===== config.mk =====
export PLATFORM = sky130hd
export DESIGN_NAME = serial_subtractor_flat
export DESIGN_NICKNAME = d
export VERILOG_FILES = /design/src/rtl/serial_subtractor_pkg.sv /design/src/rtl/serial_subtractor_if.sv /design/src/rtl/serial_subtractor_full_subtractor.sv /design/src/rtl/serial_subtractor.sv /design/src/flat_wrapper.sv
export SDC_FILE = /design/constraint.sdc
export NUM_CORES = 1
export LEC_CHECK = 0
export BUFFER_PORTS_ARGS = -buffer_cell sky130_fd_sc_hd__clkbuf_2
export CORE_UTILIZATION = 57
export DETAILED_ROUTE_END_ITERATION = 8
export GPL_TIMING_DRIVEN = 1
export PLACE_DENSITY = 0.82
export SLEW_MARGIN = 10
export SYNTH_ARGS = -nofsm -noshare
export SYNTH_HDL_FRONTEND = slang
export SYNTH_SLANG_ARGS = --single-unit

===== constraint.sdc =====
create_clock -name clk -period 3.6 [get_ports clk]
set_clock_uncertainty 0.1 [all_clocks]
set_input_delay 0.72 -clock clk [delete_from_list [all_inputs] [get_ports clk]]
set_output_delay 0.72 -clock clk [all_outputs]
set_load 0.005 [all_outputs]

===== src/rtl/serial_subtractor_pkg.sv =====
// rtl/serial_subtractor_pkg.sv - shared state encoding and sizing helpers for the serial arithmetic blocks
package serial_arith_pkg;

   localparam logic [1:0] S_IDLE = 2'd0;
   localparam logic [1:0] S_RUN  = 2'd1;
   localparam logic [1:0] S_DONE = 2'd2;

   typedef enum logic [1:0] {
      IDLE = S_IDLE,
      RUN  = S_RUN,
      DONE = S_DONE
   } state_e;

   // Bit counter width: enough to count 0..width-1.
   function automatic int cnt_width(input int width);
      return (width > 2) ? $clog2(width) : 1;
   endfunction

endpackage


===== src/rtl/serial_subtractor_if.sv =====
// rtl/serial_subtractor_if.sv - operand/result handshake bundle for the serial subtractor
interface serial_subtractor_if #(
   parameter int WIDTH = 8
);
   logic             in_valid;
   logic             in_ready;
   logic [WIDTH-1:0] a;
   logic [WIDTH-1:0] b;
   logic             out_valid;
   logic             out_ready;
   logic [WIDTH-1:0] diff;
   logic             borrow;

   modport master (
      output in_valid, a, b, out_ready,
      input  in_ready, out_valid, diff, borrow
   );

   modport slave (
      input  in_valid, a, b, out_ready,
      output in_ready, out_valid, diff, borrow
   );
endinterface


===== src/rtl/serial_subtractor_full_subtractor.sv =====
// rtl/serial_subtractor_full_subtractor.sv - 1-bit full subtractor cell, counterpart of the 1-bit full adder
module full_subtractor (
   input  logic a,
   input  logic b,
   input  logic bin,
   output logic diff,
   output logic bout
);

   // Borrow out when b (plus incoming borrow) exceeds a in this bit position.
   always_comb begin
      diff = a ^ b ^ bin;
      bout = (~a & b) | (~(a ^ b) & bin);
   end

endmodule


===== src/rtl/serial_subtractor.sv =====
// rtl/serial_subtractor.sv - bit-serial unsigned a - b, LSB first, behind valid/ready handshakes
module serial_subtractor
   import serial_arith_pkg::*;
#(
   parameter int WIDTH = 8
) (
   input  logic                clk,
   input  logic                rst,
   serial_subtractor_if.slave  bus
);

   localparam int            CW   = cnt_width(WIDTH);
   localparam logic [CW-1:0] LAST = CW'(WIDTH - 1);

   state_e           state_q;
   logic [WIDTH-1:0] a_sh_q;
   logic [WIDTH-1:0] b_sh_q;
   logic [WIDTH-1:0] diff_q;
   logic [CW-1:0]    cnt_q;
   logic             br_q;
   logic             borrow_q;
   logic             out_valid_q;

   logic             cell_diff;
   logic             cell_bout;

   full_subtractor u_cell (
      .a    (a_sh_q[0]),
      .b    (b_sh_q[0]),
      .bin  (br_q),
      .diff (cell_diff),
      .bout (cell_bout)
   );

   // Control FSM and datapath: accept operands, shift one bit per clock, hold result until taken.
   always_ff @(posedge clk or posedge rst) begin
      if (rst) begin
         state_q     <= IDLE;
         a_sh_q      <= '0;
         b_sh_q      <= '0;
         diff_q      <= '0;
         cnt_q       <= '0;
         br_q        <= 1'b0;
         borrow_q    <= 1'b0;
         out_valid_q <= 1'b0;
      end else begin
         case (state_q)
            IDLE: begin
               if (bus.in_valid) begin
                  a_sh_q  <= bus.a;
                  b_sh_q  <= bus.b;
                  br_q    <= 1'b0;
                  cnt_q   <= '0;
                  state_q <= RUN;
               end
            end
            RUN: begin
               a_sh_q <= a_sh_q >> 1;
               b_sh_q <= b_sh_q >> 1;
               diff_q <= {cell_diff, diff_q[WIDTH-1:1]};
               br_q   <= cell_bout;
               cnt_q  <= cnt_q + 1'b1;
               // The edge that processes the MSB also publishes the final borrow.
               if (cnt_q == LAST) begin
                  borrow_q    <= cell_bout;
                  out_valid_q <= 1'b1;
                  state_q     <= DONE;
               end
            end
            DONE: begin
               if (bus.out_ready) begin
                  out_valid_q <= 1'b0;
                  state_q     <= IDLE;
               end
            end
            default: begin
               out_valid_q <= 1'b0;
               state_q     <= IDLE;
            end
         endcase
      end
   end

   assign bus.in_ready  = (state_q == IDLE);
   assign bus.out_valid = out_valid_q;
   assign bus.diff      = diff_q;
   assign bus.borrow    = borrow_q;

endmodule

===== src/flat_wrapper.sv =====
// flat-port wrapper written by rule: the top's interface ports become plain ports
module serial_subtractor_flat import serial_arith_pkg::*;
#(
   parameter int WIDTH = 8
)
  (clk, rst, bus_in_valid, bus_a, bus_b, bus_out_ready, bus_in_ready, bus_out_valid, bus_diff, bus_borrow);
  serial_subtractor_if #(.WIDTH(WIDTH)) bus_i ();
  input  logic clk;
  input  logic rst;
  input wire logic [$bits(bus_i.in_valid)-1:0] bus_in_valid;
  input wire logic [$bits(bus_i.a)-1:0] bus_a;
  input wire logic [$bits(bus_i.b)-1:0] bus_b;
  input wire logic [$bits(bus_i.out_ready)-1:0] bus_out_ready;
  output wire logic [$bits(bus_i.in_ready)-1:0] bus_in_ready;
  output wire logic [$bits(bus_i.out_valid)-1:0] bus_out_valid;
  output wire logic [$bits(bus_i.diff)-1:0] bus_diff;
  output wire logic [$bits(bus_i.borrow)-1:0] bus_borrow;
  assign bus_i.in_valid = bus_in_valid;
  assign bus_i.a = bus_a;
  assign bus_i.b = bus_b;
  assign bus_i.out_ready = bus_out_ready;
  assign bus_in_ready = bus_i.in_ready;
  assign bus_out_valid = bus_i.out_valid;
  assign bus_diff = bus_i.diff;
  assign bus_borrow = bus_i.borrow;
  serial_subtractor #(.WIDTH(WIDTH)) u_core (.clk(clk), .rst(rst), .bus(bus_i));
endmodule

==> summary.txt <==
Routability congestion estimate - 0.7559
Count of buffers inserted at the top-level ports - 30
Area growth from synthesis to layout - 13.82%
Cell chosen for the clock root - clkbuf_4
Endpoint arrival time on the critical path - 1780 ps
Count of unique library cells instantiated by Yosys - 24
Count of pins on the block boundary - 31
Worst-Margin Slew - 979.4 ps
Slowest stage cell, crit path - dfrtp_1
Register clock-pin slew on the reported worst setup and hold paths - 100 ps
Number of max-cap violations - 0
Overall Global Routing Usage - 21.87%
Sum of net half-perimeters after detailed placement - 1845 µm
Most common cell after layout, fill and taps aside - dfrtp_1
Maximum operating frequency - 384.3 MHz
Pin count of the biggest net entering global routing - 34
Number of post-CTS setup repair buffers - 0
Post-CTS Resized - 0
P per Cell Area - 839.6 nW/µm²
ANT cells - 0
Number of buffers added by the clock tree synthesis step - 5
Worst max-slew margin expressed relative to the limit - 34.71%
Number of cell rows - 18
Leakage power total - 0.8213 nW
Syn Std Cell Area - 1521 µm²
Via count of the first global-routing pass - 969
Combinational group share of total power - 38.3%
Fraction of the yosys area taken by sequential cells - 52.63%
Run status - complete, no violations
Die H - 53.67 µm
Net Sw Frac - 35.90%
Unrepaired setup endpoints after global routing - no
Top cell type's share of synthesized area - 52.63%
Total clock sinks - 32
Via-to-Cell Ratio - 5.767
DRC marker count from the first detailed-route iteration - 18
Cell accounting for the most synthesized area - dfrtp_1
Part of the power in registers - 46.9%
Share of post-route cells with drive strength above 1 - 31.45%
Register-to-register setup slack - 1510 ps
Final worst path period share - 72.29%
Clock Tree Buf Depth - 2
Hold slack final - 323.2 ps
Crit Path Category - flip-flop to output port
Post-synth net total - 152
Biggest cell delay along the critical path - 1000 ps
Routed via count - 1090
Detail Route Antenna Nets - 0
CP Data Required Time - 2780 ps
CTS tree - built
CP delay by family, top - flip-flops
Category of the worst setup path launch point - flip-flop
Count of warnings emitted by yosys - 0
Total setup violations reported at the end of the flow - 0
Post-CTS Hold Fix Bufs - 0
Worst setup EP type - output port
Total of flip-flops plus latches after synthesis - 32
Final Slew Violations - 0
Clk pwr share - 14.8%
Post-layout minimum cycle time - 2602 ps
Net count, final - 181
Total Die Area - 2880 µm²
Number of optimization iterations in the first detailed-route pass - 4
Pint - 0.9319 mW
Peak fanout along the critical path - 32
Initial core utilization - 60.86%
Setup total negative slack - 0 ps
Commonest cells after routing, fill and taps aside - 32 x dfrtp_1, 30 x clkbuf_2, 17 x inv_1
Routed WL per cell - 14.76 µm
Worst-skew pair later-pin latency - 330 ps
Combined buffer and inverter count along the critical path - 1
Residual overflow from global routing - 0
Final Hold Violating Endpoints - 0
Std-Cell Core Area - 2500 µm²
Die width - 53.67 µm
Number of antenna violations at the first check in global routing - 0
Post-Route WL - 2790 µm
Area contributors post-synth - dfrtp_1 53%, nor4b_1 6.9%, mux2_2 6.7%
Type of the worst min-delay path - input pin to async pin
Number of remaining DRC errors - 0
Worst voltage drop across the vdd grid - 526.2 µV
Wire length of the first global-routing pass - 4257 µm
Critical Path, Cell by Cell - nor2_1 -> clkbuf_2
Mean instance size in the synthesized netlist - 11.79 µm²
Number of H-tree branching levels - 2
NetSw - 0.5220 mW
Gate count after technology mapping - 129
metrics by stage:
step / instance area (µm²) / utilization (%) / power (mW) / instances / worst slack, ps
after CTS: 1732 / 69.27 / 1.470 / 189 / 1006
after detailed placement: 1670 / 66.82 / 1.247 / 181 / 1385
final: 1732 / 69.27 / 1.454 / 189 / 997.7
after global routing: 1732 / 69.27 / 1.565 / 189 / 899.6
after global placement: 1670 / 66.82 / 1.207 / 181 / 1435
after floorplan: 1521 / - / 1.086 / 129 / 1962
metal layers:
layer | part of all wire (%) | vias up | routed length (µm) | GRT usage (%)
met2 | 48 | 23 | 1350 | 33.95
met4 | 0.57 | 0 | 16 | 8.333
met5 | 0 | - | 0 | 0
li1 | - | 521 | - | -
met1 | 47 | 543 | 1314 | 26.84
met3 | 3.9 | 3 | 109 | 9.322
cell usage after synthesis:
cell type  number
a22o_1          3
nor4b_1        12
mux2i_1         1
nor2b_4         1
a21oi_1         2
buf_2           4
nand3b_1        1
clkbuf_1        2
ha_1            2
a32o_1          2
buf_1           1
fa_1            1
mux2_2          9
dfrtp_1        32
o2bb2ai_1       2
nor2b_1         2
nor3b_1        12
inv_1          17
o21bai_1        1
nand2b_1        3
a222oi_1        2
buf_4           3
nor2_1          2
a211oi_1       12
power groups by stage:
stage	logic [mW]	registers [mW]	clock network [mW]
2_1_floorplan	0.460	0.626	0
3_3_place_gp	0.533	0.674	0
3_5_place_dp	0.558	0.690	0
4_1_cts	0.565	0.681	0.224
5_1_grt	0.621	0.707	0.237
6_report	0.556	0.682	0.216
kinds of logic after synthesis:
family,share of synthesized area (%)
AND/OR/NAND/NOR,16.78
flip-flops,52.63
AO/OA/AOI/OAI,12.58
buffers and inverters,7.730
multiplexers,7.319
adder cells (fa/ha/maj),2.960
flip-flops by register name, indices dropped and copies added, names as in the netlist:
signal and flops:
u_core.a_sh_q 8, u_core.b_sh_q 8, u_core.state_q 2, u_core.bus.out_valid 1, u_core.bus.diff 8, u_core.cnt_q 3
u_core.bus.borrow 1, u_core.br_q 1
cell type report:
class	count	area, µm²
sequential	32	800.8
clock inverter	2	10.01
multi-input combinational	70	603.1
clock buffer	6	51.30
fill	205	768.2
timing repair buffer	32	165.2
tap	30	37.54
inverter	17	63.81
worst register-to-register path, cell delays in order, from the launching register on:
cell      delay [ps]
dfrtp_1          900
o21bai_1         450
buf_4            300
a211oi_1         260
worst paths after layout:
| check | startpoint | end | cells after the start |
|---|---|---|---|
| hold reg to reg | u_core.br_q | u_core.br_q | 1 |
| setup reg to reg | u_core.state_q[0] | u_core.b_sh_q[4] | 3 |
| hold / removal | rst | u_core.a_sh_q[6] | 3 |
| max in group asynchronous | rst | u_core.bus.diff[1] | 3 |
| setup / recovery | u_core.state_q[1] | bus_in_ready | 2 |
| min in group clk | u_core.br_q | u_core.br_q | 1 |
Power figures use the tool's default switching activity.
